<file path="config.mk">
export PLATFORM = sky130hd
export DESIGN_NAME = dds_phase_accum_mc
export DESIGN_NICKNAME = d
export VERILOG_FILES = /design/src/rtl/dds_pkg.sv /design/src/rtl/dds_accum_ch.sv /design/src/rtl/dds_phase_accum_mc.sv
export SDC_FILE = /design/constraint.sdc
export NUM_CORES = 1
export LEC_CHECK = 0
export BUFFER_PORTS_ARGS = -buffer_cell sky130_fd_sc_hd__buf_2
export CORE_AREA = 2 2 252 304
export DETAILED_ROUTE_END_ITERATION = 10
export DIE_AREA = 0 0 254 306
export GPL_TIMING_DRIVEN = 0
export HOLD_SLACK_MARGIN = 0.05
export MAX_ROUTING_LAYER = met4
export PLACE_DENSITY = 0.7
export RECOVER_POWER = 50
export SETUP_SLACK_MARGIN = 0.2
export SYNTH_ARGS = -nofsm -noshare
export SYNTH_HDL_FRONTEND = slang
export SYNTH_HIERARCHICAL = 1
export SYNTH_SLANG_ARGS = --single-unit
</file>
<file path="constraint.sdc">
create_clock -name clk_in -period 3.4 [get_ports clk_in]
set_input_delay 0.51 -clock clk_in [delete_from_list [all_inputs] [get_ports clk_in]]
set_output_delay 0.51 -clock clk_in [all_outputs]
set_load 0.005 [all_outputs]
</file>
<file path="src/rtl/dds_pkg.sv">
// dds_pkg: shared constants and helpers for the multi-channel DDS phase accumulator
package dds_pkg;

   localparam logic CFG_SEL_FTW = 1'b0;
   localparam logic CFG_SEL_POW = 1'b1;

   // Floor of freq * 2^accum_w / clk_freq, for benches and driver software
   function automatic longint unsigned ftw_from_hz(
      input longint unsigned freq,
      input longint unsigned clk_freq,
      input int unsigned     accum_w
   );
      return (freq << accum_w) / clk_freq;
   endfunction

endpackage

</file>
<file path="src/rtl/dds_accum_ch.sv">
// dds_accum_ch: one channel slice, accumulator (stage 1) and offset/truncate register (stage 2)
module dds_accum_ch #(
   parameter int ACCUM_W = 32,
   parameter int PHASE_W = 12
) (
   input  logic               clk_in,
   input  logic               rstn_in,
   input  logic               en_in,
   input  logic               clr_in,
   input  logic               v1_in,
   input  logic [ACCUM_W-1:0] ftw_in,
   input  logic [ACCUM_W-1:0] pow_in,
   output logic [PHASE_W-1:0] phase_out,
   output logic               wrap_out
);

   logic [ACCUM_W-1:0] acc;
   logic               carry;

   // Stage 1: clear beats accumulate; the carry out of the wide add marks a wrap
   always_ff @(posedge clk_in or negedge rstn_in)
      if (!rstn_in)
         {carry, acc} <= '0;
      else if (clr_in)
         {carry, acc} <= '0;
      else if (en_in)
         {carry, acc} <= {1'b0, acc} + {1'b0, ftw_in};

   // Stage 2: add the phase offset, keep the top PHASE_W bits, qualify the wrap with stage-1 valid
   always_ff @(posedge clk_in or negedge rstn_in)
      if (!rstn_in) begin
         phase_out <= '0;
         wrap_out  <= 1'b0;
      end else begin
         phase_out <= PHASE_W'((acc + pow_in) >> (ACCUM_W - PHASE_W));
         wrap_out  <= carry & v1_in;
      end

endmodule

</file>
<file path="src/rtl/dds_phase_accum_mc.sv">
// dds_phase_accum_mc: multi-channel DDS phase accumulator with shadowed FTW/POW and coherent update
module dds_phase_accum_mc
   import dds_pkg::*;
#(
   parameter  int NUM_CH  = 4,
   parameter  int ACCUM_W = 32,
   parameter  int PHASE_W = 12,
   localparam int CH_W    = (NUM_CH > 1) ? $clog2(NUM_CH) : 1
) (
   input  logic                      clk_in,
   input  logic                      rstn_in,
   input  logic                      en_in,
   input  logic                      cfg_valid_in,
   output logic                      cfg_ready_out,
   input  logic [CH_W-1:0]           cfg_ch_in,
   input  logic                      cfg_sel_in,
   input  logic [ACCUM_W-1:0]        cfg_data_in,
   input  logic                      update_in,
   input  logic [NUM_CH-1:0]         phase_clr_in,
   output logic [NUM_CH*PHASE_W-1:0] phase_out,
   output logic [NUM_CH-1:0]         wrap_out,
   output logic                      phase_valid_out
);

   if (NUM_CH < 1 || NUM_CH > 16 || PHASE_W > ACCUM_W || PHASE_W < 1)
      $error("dds_phase_accum_mc: illegal parameter combination");

   logic [ACCUM_W-1:0] ftw_sh  [NUM_CH];
   logic [ACCUM_W-1:0] pow_sh  [NUM_CH];
   logic [ACCUM_W-1:0] ftw_act [NUM_CH];
   logic [ACCUM_W-1:0] pow_act [NUM_CH];
   logic               v1;
   logic               cfg_wr;

   assign cfg_wr = cfg_valid_in & cfg_ready_out;

   // Config port opens on the first edge after reset release and stays open
   always_ff @(posedge clk_in or negedge rstn_in)
      if (!rstn_in)
         cfg_ready_out <= 1'b0;
      else
         cfg_ready_out <= 1'b1;

   // Shadow writes: an out-of-range channel matches no slot, so the write is silently dropped
   always_ff @(posedge clk_in or negedge rstn_in)
      if (!rstn_in) begin
         for (int c = 0; c < NUM_CH; c++) begin
            ftw_sh[c] <= '0;
            pow_sh[c] <= '0;
         end
      end else if (cfg_wr) begin
         for (int c = 0; c < NUM_CH; c++)
            if (cfg_ch_in == CH_W'(c)) begin
               if (cfg_sel_in == CFG_SEL_FTW) ftw_sh[c] <= cfg_data_in;
               if (cfg_sel_in == CFG_SEL_POW) pow_sh[c] <= cfg_data_in;
            end
      end

   // Coherent update: all channels take their pre-edge shadow values on the same edge
   always_ff @(posedge clk_in or negedge rstn_in)
      if (!rstn_in) begin
         for (int c = 0; c < NUM_CH; c++) begin
            ftw_act[c] <= '0;
            pow_act[c] <= '0;
         end
      end else if (update_in) begin
         for (int c = 0; c < NUM_CH; c++) begin
            ftw_act[c] <= ftw_sh[c];
            pow_act[c] <= pow_sh[c];
         end
      end

   // Valid follows the enable through the two datapath stages
   always_ff @(posedge clk_in or negedge rstn_in)
      if (!rstn_in) begin
         v1              <= 1'b0;
         phase_valid_out <= 1'b0;
      end else begin
         v1              <= en_in;
         phase_valid_out <= v1;
      end

   for (genvar g = 0; g < NUM_CH; g++) begin : g_ch
      dds_accum_ch #(
         .ACCUM_W (ACCUM_W),
         .PHASE_W (PHASE_W)
      ) u_ch (
         .clk_in    (clk_in),
         .rstn_in   (rstn_in),
         .en_in     (en_in),
         .clr_in    (phase_clr_in[g]),
         .v1_in     (v1),
         .ftw_in    (ftw_act[g]),
         .pow_in    (pow_act[g]),
         .phase_out (phase_out[g*PHASE_W +: PHASE_W]),
         .wrap_out  (wrap_out[g])
      );
   end

endmodule

</file>
==> impl_results.md <==
- Number of fill cells in the layout: 6508
- H-Tree Depth: 3
- Hold Crit Start: cfg_data_in[0]
- Grt ovf: 0
- Clock Tree Buf Depth: 3
- R2r setup slk: 340 ps
- Crit-path cells: ha_1 > inv_1 > fa_1 > and2b_1 > o21ai_1 > a21oi_1 > o21ai_1 > o211ai_2 > nand3_1 > a211o_1 > a21o_1 > a32o_1
- Top-Level Pins: 98
- Seq/Total Area, Yosys: 0.4709
- Startpoint types: flop
- First-pass GRT wire length: 148.6 mm
- Skew final: 28.30 ps
- RSZ-0062 raised after global routing: false
- Post-synth EDFFs: 0
- Crit share post-route: 0.8993
- Resized cells post-CTS: 0
- Clk slew on worst S/H paths: 60 ps
- Port buffer count: 92
- Warnings, synthesis: 6
- Crit path capture type: flop
- Final min period: 3058 ps
- R2R depth: 12
- Die area: 0.07772 mm2
- TritonCTS Sinks: 699
- Syn Nets: 3535
- Core area: 0.07460 mm2
- Final hold viol count: 0
- Syn_area_per_cell: 11.47 um2
- # hold bufs at CTS: 1
- CTS Buf Count: 73
- Mapped Cells: 3239
- Most frequent cells in the layout: dfrtp_1 (699), mux2_2 (477), ha_1 (248)
- Die width: 254 um
- Total wire length: 95.69 mm
- DR iter-0 viols: 1687
- Final instance area: 0.04128 mm2
- Status: finished, final reports clean
- Gr usage total: 0.2559
- Setup CP Type: flop to flop
- Placed cell area: 0.03904 mm2
- Peak VDD IR: 0.4283 mV
- Max Fanout on Critical Path: 4
- Mapped cell area: 0.03715 mm2
- Die Y: 306 um
- WL/cell: 21.40 um
- Yosys top cell area share: 0.4709
- DR DRC count: 0
- Required time worst endpoint: 3900 ps
- TritonCTS clock tree: yes
- Routed Antenna Nets: 0
- Worst slew pin tran: 1117 ps
- Final worst slack: 342.5 ps
- Most common cell after layout, fill and taps aside: dfrtp_1
- Top post-synthesis cells by area: dfrtp_1 (47%), mux2_2 (14%), ha_1 (8.4%)
- DP HPWL: 68.08 mm
- Clk_lat worst skew: 630 ps
- Final net count: 3709
- Maxcap violations: 0
- CTS root buf: clkbuf_16
- Worst slack, placed: 369.9 ps
- CP dominant cell by count: o21ai_1
- Vias/cell: 5.818
- Slowest-stage cell, CP: a21oi_1
- Post-CTS setup buffers: 0
- Core Rows: 110
- Max Clk Rate: 0.3271 GHz
- Global placement routability congestion: 0.9161
- Cell taking the most area after synthesis: dfrtp_1
- Pre-Repair DR Iteration Count: 5
- Share of layout cells above drive strength 1: 0.2294
- P_leak: 0.01923 uW
- Reg2reg start: g_ch[3].u_ch/acc[0]$_DFFE_PN0P_
- Reg-to-Reg End: g_ch[3].u_ch/acc[28]$_DFFE_PN0P_
- # setup viols final: 0
- Ys async rst share: 1.000
- Antenna violations before repair: 8
- Vias: 26.02k
- Critical path arrival: 3560 ps
- Slew margin rel.: 0.2556
- Area Overhead vs Synth: 11.12%
- Prevailing post-synth register cell: dfrtp_1
- Setup TNS: 0 ps
- Worst Hold End: pow_sh[0]$_DFFE_PN0P_
- PD cells: 748.3 mW/mm2
- Starting Density: 0.4980
- Hold Crit Depth: 2
- Final Max Slew Viols: 0
- HP Class: input port to flop
- Largest net degree at the start of global routing: 128
- Synth Register Bits: 699
- Synth cell types: 89
- CP peak stage delay: 390 ps
- Vias in the first global route: 25.76k
flip-flops by register name, summed over array words and instances (netlist names):
register	flops
cfg_ready_out	1
ftw_act	128
ftw_sh	128
g_ch.u_ch/acc	128
g_ch.u_ch/carry	4
g_ch.u_ch/phase_out	48
g_ch.u_ch/wrap_out	4
phase_valid_out	1
pow_act	128
pow_sh	128
v1	1
critical path: cells and delay by family, from the launching register on:
family	cells	cell delay [ps]
fa+ha+maj	2	570
flops	1	370
compound gates	7	1520
buf+inv	1	60
simple gates	2	430
Yosys cell counts, types with 30 or more instances:
| master | number |
|---|---|
| a21o_1 | 100 |
| mux2_2 | 478 |
| o21ai_0 | 116 |
| buf_2 | 55 |
| inv_1 | 68 |
| dfrtp_1 | 699 |
| xor2_1 | 46 |
| nand3_1 | 43 |
| xnor2_1 | 58 |
| nand4_1 | 42 |
| mux2i_1 | 34 |
| clkbuf_1 | 74 |
| mux2_4 | 30 |
| nand2_1 | 141 |
| a211oi_1 | 34 |
| nor3_1 | 40 |
| a21oi_1 | 218 |
| nor2_1 | 214 |
| ha_1 | 248 |
how the worst max path moves through the flow:
stage	start	to	slack (ps)	depth (start not counted)
final	g_ch[3].u_ch/acc[0]$_DFFE_PN0P_	g_ch[3].u_ch/acc[28]$_DFFE_PN0P_	340	12
after global routing	ftw_act[32]$_DFFE_PN0P_	g_ch[2].u_ch/acc[28]$_DFFE_PN0P_	240	12
after CTS	g_ch[3].u_ch/acc[0]$_DFFE_PN0P_	g_ch[3].u_ch/acc[28]$_DFFE_PN0P_	370	12
after detailed placement	g_ch[3].u_ch/acc[0]$_DFFE_PN0P_	g_ch[3].u_ch/acc[28]$_DFFE_PN0P_	370	12
after global placement	rstn_in	ftw_act[89]$_DFFE_PN0P_	-12930	1
after floorplan	g_ch[2].u_ch/acc[0]$_DFFE_PN0P_	g_ch[2].u_ch/acc[28]$_DFFE_PN0P_	840	12
power by group:
group / internal (uW) / switching (uW) / leakage, uW / total [uW]
Clock: 4480 / 3400 / 0.00114 / 7880
Combinational: 4910 / 5970 / 0.00938 / 10900
Sequential: 10600 / 1530 / 0.00871 / 12100
Total: 20000 / 10900 / 0.0192 / 30900
per-stage QoR:
stage	power [uW]	hold slack [ps]	util	instances
6_report	30890	320.5	0.5534	4472
5_1_grt	32950	309.6	0.5533	4470
4_1_cts	31020	244.8	0.5545	4469
3_5_place_dp	23030	393.3	0.5234	4345
3_3_place_gp	22740	466.5	0.5211	4339
2_1_floorplan	20040	214.4	-	3239
layer usage:
metal,part of all wire,vias up,global-route usage
met3,0.049,186,0.03846
li1,-,12260,-
met4,0.041,0,0.1001
met2,0.46,565,0.4011
met5,0,-,-
met1,0.45,13010,0.3349
cells by family after synthesis:
logic type	count (synthesis)	synth area share
other cells	1	0.0001009
mux	546	0.1674
buf+inv	214	0.02452
simple gates	673	0.09064
compound gates	750	0.1363
xor+xnor	104	0.02452
flops	699	0.4709
fa+ha+maj	252	0.08569
area by class of cell:
class                           count  area (um2)  share of cell area
Sequential cell                   699       17490              0.4237
Clock buffer                       98        2052             0.04971
Buffer                            142       598.1             0.01449
Timing Repair Buffer               99       608.1             0.01473
Multi-Input combinational cell   2326       18730              0.4538
Antenna cell                        3       7.507           0.0001819
Clock inverter                     25       257.7            0.006244
Tap cell                         1008        1261             0.03055
Inverter                           72       270.3            0.006547
No activity file was read; power rests on OpenSTA's default activity.
